File: config.mk
export PLATFORM = sky130hd
export DESIGN_NAME = pc_sequencer
export DESIGN_NICKNAME = d
export VERILOG_FILES = /design/src/rtl/cpu_pkg.sv /design/src/rtl/next_pc_sel.sv /design/src/rtl/pc_sequencer.sv
export SDC_FILE = /design/constraint.sdc
export NUM_CORES = 1
export LEC_CHECK = 0
export ABC_AREA = 1
export CAP_MARGIN = 20
export CORE_MARGIN = 2
export CORE_UTILIZATION = 50
export CTS_BUF_LIST = sky130_fd_sc_hd__clkbuf_4
export DETAILED_ROUTE_END_ITERATION = 8
export GPL_TIMING_DRIVEN = 0
export PLACE_DENSITY = 0.86
export SLEW_MARGIN = 20
export SYNTH_ARGS = -nofsm -noshare
export SYNTH_HDL_FRONTEND = slang
export SYNTH_SLANG_ARGS = --single-unit
File: constraint.sdc
create_clock -name clk -period 4.1 [get_ports clk]
set_clock_uncertainty 0.05 [all_clocks]
set_input_delay 1.23 -clock clk [delete_from_list [all_inputs] [get_ports clk]]
set_output_delay 1.23 -clock clk [all_outputs]
set_load 0.02 [all_outputs]
File: src/rtl/cpu_pkg.sv
// Shared definitions for the fetch/execute sequencer: FSM encoding and PC constants.
package cpu_pkg;

  typedef enum logic [1:0] {
    ST_BOOT  = 2'd0,
    ST_FETCH = 2'd1,
    ST_EXEC  = 2'd2,
    ST_HALT  = 2'd3
  } state_e;

  localparam logic [31:0] RESET_VECTOR_DEF = 32'h0000_0000;
  localparam logic [31:0] TRAP_VECTOR_DEF  = 32'h0000_0080;
  localparam int unsigned PC_INC           = 4;

endpackage

File: src/rtl/next_pc_sel.sv
// Priority mux for the PC that follows a completed instruction.
// Exception beats halt beats jump beats branch beats sequential; a misaligned
// jump/branch target is folded into the trap path.
module next_pc_sel
  import cpu_pkg::*;
#(
  parameter int unsigned       XLEN        = 32,
  parameter logic [XLEN-1:0]   TRAP_VECTOR = XLEN'(TRAP_VECTOR_DEF)
) (
  input  logic [XLEN-1:0] pc_i,
  input  logic            exception_i,
  input  logic            halt_i,
  input  logic            jump_i,
  input  logic [XLEN-1:0] jump_target_i,
  input  logic            branch_taken_i,
  input  logic [XLEN-1:0] branch_target_i,
  output logic [XLEN-1:0] npc_o,
  output logic            trap_o,
  output logic            retire_o,
  output logic            halt_o
);

  // Resolve next PC, trap and retire flags in strict priority order.
  always_comb begin
    npc_o    = pc_i + XLEN'(PC_INC);
    trap_o   = 1'b0;
    retire_o = 1'b1;
    halt_o   = 1'b0;
    if (exception_i) begin
      npc_o    = TRAP_VECTOR;
      trap_o   = 1'b1;
      retire_o = 1'b0;
    end else if (halt_i) begin
      npc_o  = pc_i;
      halt_o = 1'b1;
    end else if (jump_i) begin
      if (|jump_target_i[1:0]) begin
        npc_o    = TRAP_VECTOR;
        trap_o   = 1'b1;
        retire_o = 1'b0;
      end else begin
        npc_o = jump_target_i;
      end
    end else if (branch_taken_i) begin
      if (|branch_target_i[1:0]) begin
        npc_o    = TRAP_VECTOR;
        trap_o   = 1'b1;
        retire_o = 1'b0;
      end else begin
        npc_o = branch_target_i;
      end
    end
  end

endmodule

File: src/rtl/pc_sequencer.sv
// Program counter owner and fetch/execute handshake controller.
// BOOT gives one idle cycle after reset, FETCH holds the request until ack,
// EXEC waits for instr_done and then commits the selected next PC.
module pc_sequencer
  import cpu_pkg::*;
#(
  parameter int unsigned     XLEN         = 32,
  parameter logic [XLEN-1:0] RESET_VECTOR = XLEN'(RESET_VECTOR_DEF),
  parameter logic [XLEN-1:0] TRAP_VECTOR  = XLEN'(TRAP_VECTOR_DEF)
) (
  input  logic            clk,
  input  logic            startin_n,
  output logic            imem_req,
  output logic [XLEN-1:0] imem_addr,
  input  logic            imem_ack,
  input  logic            instr_done,
  input  logic            branch_taken,
  input  logic [XLEN-1:0] branch_target,
  input  logic            jump,
  input  logic [XLEN-1:0] jump_target,
  input  logic            exception,
  input  logic            halt,
  output logic [XLEN-1:0] pc,
  output logic [XLEN-1:0] epc,
  output logic [31:0]     instret,
  output logic [1:0]      state
);

  state_e          state_q, state_d;
  logic [XLEN-1:0] pc_q, epc_q;
  logic [31:0]     instret_q;
  logic [XLEN-1:0] npc;
  logic            trap, retire, halt_sel, done_fire;

  // instr_done only means anything while executing
  assign done_fire = (state_q == ST_EXEC) && instr_done;

  next_pc_sel #(
    .XLEN        (XLEN),
    .TRAP_VECTOR (TRAP_VECTOR)
  ) u_sel (
    .pc_i            (pc_q),
    .exception_i     (exception),
    .halt_i          (halt),
    .jump_i          (jump),
    .jump_target_i   (jump_target),
    .branch_taken_i  (branch_taken),
    .branch_target_i (branch_target),
    .npc_o           (npc),
    .trap_o          (trap),
    .retire_o        (retire),
    .halt_o          (halt_sel)
  );

  // FSM state register
  always_ff @(posedge clk or negedge startin_n) begin
    if (!startin_n) state_q <= ST_BOOT;
    else            state_q <= state_d;
  end

  // FSM next-state logic; HALT is terminal until reset
  always_comb begin
    state_d = state_q;
    unique case (state_q)
      ST_BOOT:  state_d = ST_FETCH;
      ST_FETCH: if (imem_ack) state_d = ST_EXEC;
      ST_EXEC:  if (instr_done) state_d = halt_sel ? ST_HALT : ST_FETCH;
      ST_HALT:  state_d = ST_HALT;
      default:  state_d = ST_BOOT;
    endcase
  end

  // FSM outputs, decoded straight from registers so reset drops the request at once
  always_comb begin
    imem_req  = (state_q == ST_FETCH);
    imem_addr = pc_q;
    state     = state_q;
  end

  // PC, exception PC and retire counter update on instruction completion
  always_ff @(posedge clk or negedge startin_n) begin
    if (!startin_n) begin
      pc_q      <= RESET_VECTOR;
      epc_q     <= '0;
      instret_q <= '0;
    end else if (done_fire) begin
      pc_q <= npc;
      if (trap)   epc_q     <= pc_q;
      if (retire) instret_q <= instret_q + 32'd1;
    end
  end

  assign pc      = pc_q;
  assign epc     = epc_q;
  assign instret = instret_q;

endmodule

==> results.py <==
metrics = {
    "outcome": {
        "status": "completed",
    },
    "clock_tree": {
        "cts_tree": "built",
        "cts_resized": 0,
        "cts_made_buffers": 9,
        "cts-root-buf": "clkbuf_4",
        "hold_buffers": 0,
        "insertion_delay_ns": 0.48,
        "path_clk_slew_ns": 0.16,
        "clockBufferDepth": 2,
        "clock-sinks": 98,
        "post_cts_buffers": 0,
        "htreeDepth": 3,
    },
    "synthesis": {
        "yosys.area.top_type_share_pct": 40.35,
        "synth_cells": 891,
        "synthTopCellsByArea": "dfrtp_1 (40%), nand2_1 (21%), nor2_1 (7.2%)",
        "syn_avg_cell_area_um2": 6.822,
        "yosysWarnings": 0,
        "syn_nets": 965,
        "synth_seq_area_share_pct": 40.35,
        "synthDistinctLibCells": 33,
        "syn_area_um2": 6078,
        "ys_ff_latch": 98,
        "yosys.area.top_type": "dfrtp_1",
    },
    "place": {
        "place_ws_ns": 0.9921,
        "dp.cells": 1240,
        "numPortBuffers": 201,
        "gp_congestion": 0.9730,
        "hpwlAfterDp_um": 14730,
    },
    "worst_setup_path": {
        "r2r_start": "imem_addr[2]",
        "worstSetupPathType": "reg -> out",
        "arrival_ns": 1.86,
        "endpoint_kind": "output port",
        "critPathLaunchType": "flip-flop",
        "required_ns": 2.82,
        "r2r_slack_ns": 2.04,
        "crit_end": "pc[14]",
        "crit_start": "imem_addr[14]",
        "crit_path_max_fanout": 7,
        "r2r_end": "imem_addr[24]",
        "ff2ff_path_depth": 12,
    },
    "global_route": {
        "first_global_vias": 6371,
        "overflow": 0,
        "antenna_found_initial": 1,
        "grt_max_degree": 76,
        "grt_pass1_wl_um": 30390,
        "grt_usage_pct": 29.58,
    },
    "timing": {
        "setup_viol": 0,
        "final_hold_viol_count": 0,
        "fmax_ghz": 0.3190,
        "fin_crit_ns": 3.135,
        "finalMaxSlewViolations": 0,
        "rsz0062_at_grt": "false",
        "relSlewSlack_pct": 60.41,
        "worst-slew-pin-transition_ns": 0.5938,
        "setup_ws_ns": 0.9649,
        "post-route-period-util_pct": 76.47,
    },
    "layout": {
        "syn2layout_area_growth_pct": 38.60,
        "layout.cells.non_filler": 1257,
        "layout-drive-gt1-share_pct": 7.755,
        "final_nets": 1178,
    },
    "detailed_routing": {
        "wirelength_um": 19020,
        "m1WireLength_um": 7901,
        "ant_nets": 0,
        "drcViolationCount": 0,
        "top_layer_used": "met4",
        "avgRoutedWirePerCell_um": 15.13,
        "wl_met3_um": 1332,
        "drtIter0Drc": 500,
        "wl_met2_um": 9146,
        "via_per_inst": 5.176,
        "vias": 6506,
        "dr.pass1.iters": 5,
    },
    "floorplan": {
        "die_h_um": 114.3,
        "pin_count": 203,
        "rows": 40,
        "initial_core_util_pct": 50.82,
        "die_w_um": 114.3,
        "die_area_um2": 13050,
        "core_um2": 11960,
    },
    "min_path": {
        "hold_class": "reg -> reg",
    },
    "power": {
        "leakage_nw": 3.796,
        "irDropWorstVdd_mv": 0.4414,
        "power_density_nw_per_um2": 553.3,
    },
    "run": {
        "maxCapViolations": 0,
    },
}
## power by group
part	internal, mW	switching [mW]
Combinational	1.21	1.28
Clock	0.131	0.355
Sequential	1.27	0.407
## cells in the mapped netlist
library cell and number:
o21ai_4 1, clkinv_4 1, nor3_4 1, nor3b_1 1, nor2_1 116, dfrtp_1 98
or2_2 1, clkbuf_1 7, inv_1 70, o21ai_1 40, nor2_4 1, nand2_2 3
nand3_2 2, nor4_1 2, nand4_1 5, nand3_1 51, xor2_1 21, a21oi_1 7
xnor2_1 8, and2_1 1, buf_6 6, buf_4 34, o21ai_0 29, inv_4 1
a22oi_1 3, inv_2 4, nor2_2 5, nand2_1 342, o22ai_1 2, nor3_1 14
nand3b_1 3, ha_1 2, buf_2 9
## stage by stage
step	hold slack [ns]	utilization (%)	instance area (um2)	total power [mW]	setup TNS, ns
5_1_grt	0.4792	70.43	8424	4.916	0
2_1_floorplan	0.5271	-	6078	2.921	0
3_5_place_dp	0.4273	69.41	8303	4.180	0
3_3_place_gp	0.4114	69.17	8274	4.135	-186.79
4_1_cts	0.4646	70.41	8422	4.659	0
6_report	0.4620	70.43	8424	4.661	0
## cell usage in the layout, fill, tap and decap left out, types with 4 or more instances in the layout
master and instances:
inv_2 4, nand2_1 342, nor2_1 116, inv_1 70, dfrtp_1 98, nor2_2 5, clkdlybuf4s50_1 200, buf_4 34
nor3_1 14, nand4_1 5, xor2_1 21, xnor2_1 8, clkbuf_4 10, buf_6 7, o21ai_1 40, a21oi_1 7
nand3_1 51, clkbuf_1 7, o21ai_0 29, buf_2 9
## state kept, by name (all words and copies together), names as in the netlist
| register | flops |
|---|---|
| epc | 32 |
| imem_addr | 32 |
| instret | 32 |
| state | 2 |
## final cells by class
type	instances	area [um2]
sequential	98	2452
fill	995	3537
clock inverter	6	43.79
tap	147	183.9
timing repair buffer	202	2041
multi-input combinational	661	2939
buffer	56	394.1
antenna	1	2.502
inverter	76	292.8
clock buffer	10	75.07
## worst max-delay path, cell delays in order (launching register included)
cell,delay [ns]
dfrtp_1,0.58
buf_4,0.17
clkdlybuf4s50_1,0.62
## layer usage
layer	track usage, %	vias to the layer above
li1	-	3183
met1	36.60	2978
met2	51.11	297
met3	4.606	48
met4	13.17	0
met5	0	-
## cell families after synthesis
logic type	after synthesis	share of synthesized area (%)
compound gates	82	7.102
fa+ha+maj	2	0.4116
buf+inv	132	11.30
simple gates	548	36.66
xor+xnor	29	4.179
flops	98	40.35
## how the worst min path moves through the flow
stage / depth (start not counted) / to / startpoint / slack, ns
after floorplan: 2 / epc[14] / epc[14] / 0.53
after global placement: 2 / epc[14] / epc[14] / 0.41
final: 2 / epc[8] / epc[8] / 0.46
after global routing: 2 / epc[14] / epc[14] / 0.48
after detailed placement: 2 / epc[14] / epc[14] / 0.43
after CTS: 2 / epc[8] / epc[8] / 0.46
No activity file was read; power rests on OpenSTA's default activity.
